## config.mk

```make
export PLATFORM = sky130hd
export DESIGN_NAME = float_to_fixed_pipe
export DESIGN_NICKNAME = d
export VERILOG_FILES = /design/src/rtl/f2fx_pkg.sv /design/src/rtl/f2fx_align_sat.sv /design/src/rtl/float_to_fixed_pipe.sv
export SDC_FILE = /design/constraint.sdc
export NUM_CORES = 1
export LEC_CHECK = 0
export BUFFER_PORTS_ARGS = -buffer_cell sky130_fd_sc_hd__buf_4
export CORE_UTILIZATION = 50
export CTS_CLUSTER_SIZE = 20
export DETAILED_ROUTE_END_ITERATION = 8
export PLACE_DENSITY_LB_ADDON = 0.25
export SLEW_MARGIN = 15
export SYNTH_ARGS = -nofsm -noshare
export SYNTH_HDL_FRONTEND = slang
export SYNTH_SLANG_ARGS = --single-unit
export TNS_END_PERCENT = 10
```

## constraint.sdc

```tcl
create_clock -name i_clk -period 8.05 [get_ports i_clk]
set_input_delay 0.805 -clock i_clk [delete_from_list [all_inputs] [get_ports i_clk]]
set_output_delay 0.805 -clock i_clk [all_outputs]
set_load 0.1 [all_outputs]
```

## src/rtl/f2fx_pkg.sv

```systemverilog
// f2fx_pkg: IEEE-754 single-precision field layout and sample classes for the float-to-fixed converter.
package f2fx_pkg;

    localparam int EXP_W    = 8;
    localparam int MAN_W    = 23;
    localparam int EXP_BIAS = 127;
    localparam int EXP_MAX  = 255;

    typedef struct packed {
        logic             sign;
        logic [EXP_W-1:0] exponent;
        logic [MAN_W-1:0] mantissa;
    } float32_t;

    typedef enum logic [1:0] {ZERO, NORMAL, INF, NAN} f2fx_class_e;

    // Denormals share the all-zero exponent and are flushed together with true zero.
    function automatic f2fx_class_e f2fx_classify(input float32_t f);
        return (f.exponent == '0) ? ZERO :
               (f.exponent != EXP_W'(EXP_MAX)) ? NORMAL :
               (f.mantissa == '0) ? INF : NAN;
    endfunction

endpackage

```

## src/rtl/f2fx_align_sat.sv

```systemverilog
// f2fx_align_sat: combinational shift, truncate or round, negate and saturate of a classified float.
// Round-to-nearest-even on the discarded bits when F2FX_ROUND_EN is defined, truncation otherwise.
module f2fx_align_sat
    import f2fx_pkg::*;
#(
    parameter int OUT_W  = 16,
    parameter int FRAC_W = 0
) (
    input  logic             sign_i,
    input  logic [EXP_W-1:0] exp_i,
    input  logic [MAN_W:0]   man_i,
    input  f2fx_class_e      cls_i,
    output logic [OUT_W-1:0] fixed_o,
    output logic             sat_o,
    output logic             nan_o
);

    localparam logic signed [9:0] OFS     = 10'(FRAC_W - EXP_BIAS);
    localparam logic signed [9:0] SH_OVF  = 10'(OUT_W);
    localparam logic signed [9:0] SH_MAN  = 10'(MAN_W);
    localparam logic signed [9:0] SH_MIN  = -10'sd1;
    localparam logic [32:0]       LIM     = 33'd1 << (OUT_W - 1);
    localparam logic [OUT_W-1:0]  MAX_POS = {1'b0, {(OUT_W-1){1'b1}}};
    localparam logic [OUT_W-1:0]  MAX_NEG = ~MAX_POS;

    logic signed [9:0] sh;
    logic              ovf;
    logic              live;
    logic              right;
    logic              rnd;
    logic              big;
    logic [4:0]        r;
    logic [3:0]        l;
    logic [MAN_W:0]    int_part;
    logic [32:0]       mag;
    logic [32:0]       mag_r;

    // sh is the bit position the hidden one lands on in the scaled result.
    assign sh    = $signed({2'b00, exp_i}) + OFS;
    assign ovf   = sh >= SH_OVF;
    assign live  = !ovf && (sh >= SH_MIN);
    assign right = sh <= SH_MAN;
    assign r     = 5'(SH_MAN - sh);
    assign l     = 4'(sh - SH_MAN);

`ifdef F2FX_ROUND_EN
    logic [2*MAN_W+1:0] wide;
    assign wide     = {man_i, {(MAN_W+1){1'b0}}} >> r;
    assign int_part = wide[2*MAN_W+1:MAN_W+1];
    assign rnd      = live && right && wide[MAN_W] && ((|wide[MAN_W-1:0]) || mag[0]);
`else
    assign int_part = man_i >> r;
    assign rnd      = 1'b0;
`endif

    assign mag   = !live ? '0 : right ? {9'b0, int_part} : ({9'b0, man_i} << l);
    assign mag_r = mag + 33'(rnd);
    // Exactly 2^(OUT_W-1) still fits as the most negative value.
    assign big   = ovf || (sign_i ? (mag_r > LIM) : (mag_r >= LIM));

    always_comb begin
        fixed_o = (cls_i == NAN || cls_i == ZERO) ? '0 :
                  (cls_i == INF || big) ? (sign_i ? MAX_NEG : MAX_POS) :
                  sign_i ? -mag_r[OUT_W-1:0] : mag_r[OUT_W-1:0];
        sat_o   = (cls_i == INF) || (cls_i == NORMAL && big);
        nan_o   = cls_i == NAN;
    end

endmodule

```

## src/rtl/float_to_fixed_pipe.sv

```systemverilog
// float_to_fixed_pipe: two-stage valid/ready pipeline converting IEEE-754 single to signed Q fixed point.
// Define F2FX_ROUND_EN for round-to-nearest-even instead of truncation toward zero.
module float_to_fixed_pipe
    import f2fx_pkg::*;
#(
    parameter int OUT_W  = 16,
    parameter int FRAC_W = 0
) (
    input  logic             i_clk,
    input  logic             i_rst,
    input  logic             i_valid,
    output logic             o_ready,
    input  logic [31:0]      i_float,
    output logic             o_valid,
    input  logic             i_ready,
    output logic [OUT_W-1:0] o_fixed,
    output logic             o_sat,
    output logic             o_nan
);

    float32_t         f;
    f2fx_class_e      cls_d;
    f2fx_class_e      cls_q;
    logic             en1;
    logic             en2;
    logic             v1_q;
    logic             v2_q;
    logic             sign_q;
    logic [EXP_W-1:0] exp_q;
    logic [MAN_W:0]   man_q;
    logic [OUT_W-1:0] fixed_d;
    logic [OUT_W-1:0] fixed_q;
    logic             sat_d;
    logic             sat_q;
    logic             nan_d;
    logic             nan_q;

    assign f     = i_float;
    assign cls_d = f2fx_classify(f);

    // Ready ripples back combinationally so a full pipe keeps streaming while downstream accepts.
    assign en2     = !v2_q || i_ready;
    assign en1     = !v1_q || en2;
    assign o_ready = en1;

    always_ff @(posedge i_clk or posedge i_rst) begin
        if (i_rst) begin
            v1_q   <= 1'b0;
            sign_q <= 1'b0;
            exp_q  <= '0;
            man_q  <= '0;
            cls_q  <= ZERO;
        end else if (en1) begin
            v1_q <= i_valid;
            if (i_valid) begin
                sign_q <= f.sign;
                exp_q  <= f.exponent;
                man_q  <= {1'b1, f.mantissa};
                cls_q  <= cls_d;
            end
        end
    end

    f2fx_align_sat #(
        .OUT_W  (OUT_W),
        .FRAC_W (FRAC_W)
    ) u_align (
        .sign_i  (sign_q),
        .exp_i   (exp_q),
        .man_i   (man_q),
        .cls_i   (cls_q),
        .fixed_o (fixed_d),
        .sat_o   (sat_d),
        .nan_o   (nan_d)
    );

    always_ff @(posedge i_clk or posedge i_rst) begin
        if (i_rst) begin
            v2_q    <= 1'b0;
            fixed_q <= '0;
            sat_q   <= 1'b0;
            nan_q   <= 1'b0;
        end else if (en2) begin
            v2_q <= v1_q;
            if (v1_q) begin
                fixed_q <= fixed_d;
                sat_q   <= sat_d;
                nan_q   <= nan_d;
            end
        end
    end

    assign o_valid = v2_q;
    assign o_fixed = fixed_q;
    assign o_sat   = sat_q;
    assign o_nan   = nan_q;

endmodule

```

==> impl_results.md <==
- Final period util: 0.773
- Global-route usage over all layers: 0.315
- Number of enable flip-flop cells after synthesis: 0
- Count of input and output buffers: 55
- Setup Viol. Count Final: 0
- Yosys warns: 0
- Post-detailed-placement half-perimeter wirelength: 13000 um
- Fraction of final layout cells with drive strength greater than 1: 0.275
- Post-synthesis to final-layout area growth: 9.25%
- Synthesized area: 5740 sq um
- DRC violations left: 0
- Power spent charging and discharging nets: 1.07 mW
- Library cell used as clock root buffer: clkbuf_16
- Total die area: 11900 sq um
- Syn Area/Cell: 9.34 sq um
- Global route overflow: 0
- Headroom to the max-slew limit: 0.239
- Count of cell types in the netlist: 85
- Net Sw Frac: 0.530
- Internal portion of total power: 954 uW
- Top cells by area, synth: dfrtp_1, mux2_2, mux4_2
- Logic gate share of total power: 0.666
- Violation count after the first detailed-routing iteration: 437
- Grt met2 use: 0.487
- Number of optimization iterations in the first detailed-route pass: 5
- Average routed wire per standard cell: 22.8 um
- CP endpoint kind: register
- Maximum achievable frequency: 0.161 GHz
- Async set or reset register ratio after synthesis: 1.00
- Setup repair after global routing missed its margin: false
- Number of resized instances in the post-cts repair step: 0
- Cts bufs inserted: 5
- Buffers inserted during post-CTS setup optimization: 0
- Starting density of the core: 0.520
- Arrival time of the worst setup path: 6.43 ns
- Post-Route Skew: 0.0116 ns
- Result of the run: complete, no violations
- Net count after synthesis: 658
- Worst r2r path cells: 15
- Area leader, netlist: dfrtp_1
- Area share of the largest cell type after synthesis: 0.240
- Yosys reg bits: 55
- Fill cell count: 1005
- Hold Path Cell Cnt: 2
- Power density of the placed cells: 324 nW/um^2
- H-Tree Level Count: 2
- Largest net degree at the start of global routing: 56
- TritonCTS clock tree: built
- Final #Nets: 675
- Post-CTS Hold Fix Bufs: 0
- Clock Power Share: 0.129
- Cell Count, Final, Fillers Out: 772
- Proportion of synthesized chip area in sequential cells: 0.240
- Final estimated routing congestion in global placement: 1.01
- Wire length reported by the detailed router: 17600 um
- Maxcap violations: 0
- Min cycle time layout: 6.22 ns
- Clock input transition at the sequential cells of the worst setup and hold paths: 0.08 ns
- Width of the chip: 109 um
- Count leader, synth: dfrtp_1
- Setup TNS: 0 ns
- Worst Hold Class: reg -> reg
- Antenna diode count: 0
- Maximum root-to-sink buffer count: 2
- CP Class: reg -> reg
- Vias after detailed routing: 5495
- Number of endpoints with negative hold slack in the final report: 0
- Met3 capacity usage during global routing: 0.0562
- Number of cell rows: 38
- Hold slack final: 0.499 ns
- Slew Viols, Final: 0
- Top Usage Layer GRT: met2
- Vertical die dimension: 109 um
- Remaining antenna violation count: 0
- Clk sink count: 55
- Most used flip-flop cell after synthesis: dfrtp_1
- Cells after Synth: 614
- Crit path max fanout: 55
- Detail-routed via count per cell: 7.12
- Placeable core area: 11000 sq um
- Number of global-route vias before repair: 5059
- Top cell types by occurrence after synthesis: dfrtp_1, mux2_2, nand2_1
- Critical Path Source Type: register
- Global-route track usage on met1: 0.443
- Wire length of the first global-routing pass: 28400 um
- Clock latency at the later pin of the worst-skew pair: 0.31 ns
- Count of pins on the block boundary: 56
- Initial antenna violation count: 1
- Placed Cells incl. Taps: 764
- LEAKAGE: 2.48 nW
- Peak supply drop: 0.000242 V
- Sequential power share: 0.205
- Worst Max-Slew Pin Slew: 1.14 ns
- Worst path required time: 8.26 ns
-- area by class of cell --
cell class	instances	area (sq um)	share of cell area
Tap cell	140	175	0.0279
Clock buffer	6	129	0.0206
Clock inverter	2	38.8	0.00619
Timing Repair Buffer	61	458	0.0731
Inverter	14	52.6	0.00838
Sequential cell	55	1380	0.220
Multi-Input combinational cell	494	4040	0.644
-- critical path, stage by stage (launching register included) --
cell	delay, ns
dfrtp_2	0.86
inv_1	0.53
ha_2	0.80
nand3_1	0.25
nor2_1	0.09
and4b_1	0.25
nor3_1	0.45
and2_1	0.69
nand3_1	0.34
ha_1	0.45
o21a_1	0.19
and3_1	0.17
and4bb_1	0.20
a31oi_1	0.35
nor2b_1	0.19
a31o_2	0.26
-- state kept, by name (all words and copies together) (netlist names) --
signal / count
cls_q: 2
v1_q: 1
exp_q: 8
o_nan: 1
sign_q: 1
o_valid: 1
o_sat: 1
o_fixed: 16
man_q: 24
-- final timing paths --
kind	slack, ns	end	startpoint
worst max-delay path	1.83	o_fixed[12]	exp_q[0]
worst min-delay path	0.50	o_sat	o_sat
worst max register to register	1.83	o_fixed[12]	exp_q[0]
worst min register to register	0.50	o_sat	o_sat
max in group asynchronous	6.85	exp_q[0]	i_rst
min in group asynchronous	0.69	cls_q[0]	i_rst
-- power by group through the flow --
stage / combinational [mW] / clock [mW] / sequential, mW
3_3_place_gp: 1.32 / 0 / 0.416
6_report: 1.35 / 0.261 / 0.416
2_1_floorplan: 0.820 / 0 / 0.623
5_1_grt: 1.43 / 0.277 / 0.428
3_5_place_dp: 1.32 / 0 / 0.420
4_1_cts: 1.32 / 0.267 / 0.415
-- cell families after synthesis --
group | Yosys count | share of synthesized area
mux | 101 | 0.247
xor+xnor | 5 | 0.0122
buf+inv | 65 | 0.0569
fa+ha+maj | 8 | 0.0174
flops | 55 | 0.240
simple gates | 216 | 0.207
compound gates | 164 | 0.219
-- cells in the final DEF, fill, tap and decap left out, types with 21 or more instances in the layout --
cell type	netlist	final
mux4_2	21	21
nand3_1	21	21
o21ai_0	22	22
nor2_1	35	35
nand2_1	49	49
mux2i_1	24	24
mux2_2	51	51
buf_4	3	61
a21oi_1	22	22
dfrtp_1	55	54
-- through the flow --
step	utilization	setup WS, ns	total power, mW	cell area (sq um)
2_1_floorplan	-	3.21	1.44	5740
3_3_place_gp	0.553	1.94	1.74	6100
5_1_grt	0.568	1.37	2.13	6270
4_1_cts	0.568	1.95	2.01	6270
6_report	0.568	1.83	2.03	6270
3_5_place_dp	0.553	1.93	1.74	6100
-- per-layer routing --
layer,vias to the layer above,part of all wire
li1,2465,-
met1,2667,0.42
met2,314,0.46
met3,47,0.091
met4,2,0.030
met5,-,0.00074
Note: power is estimated with default switching activity, not from simulation.
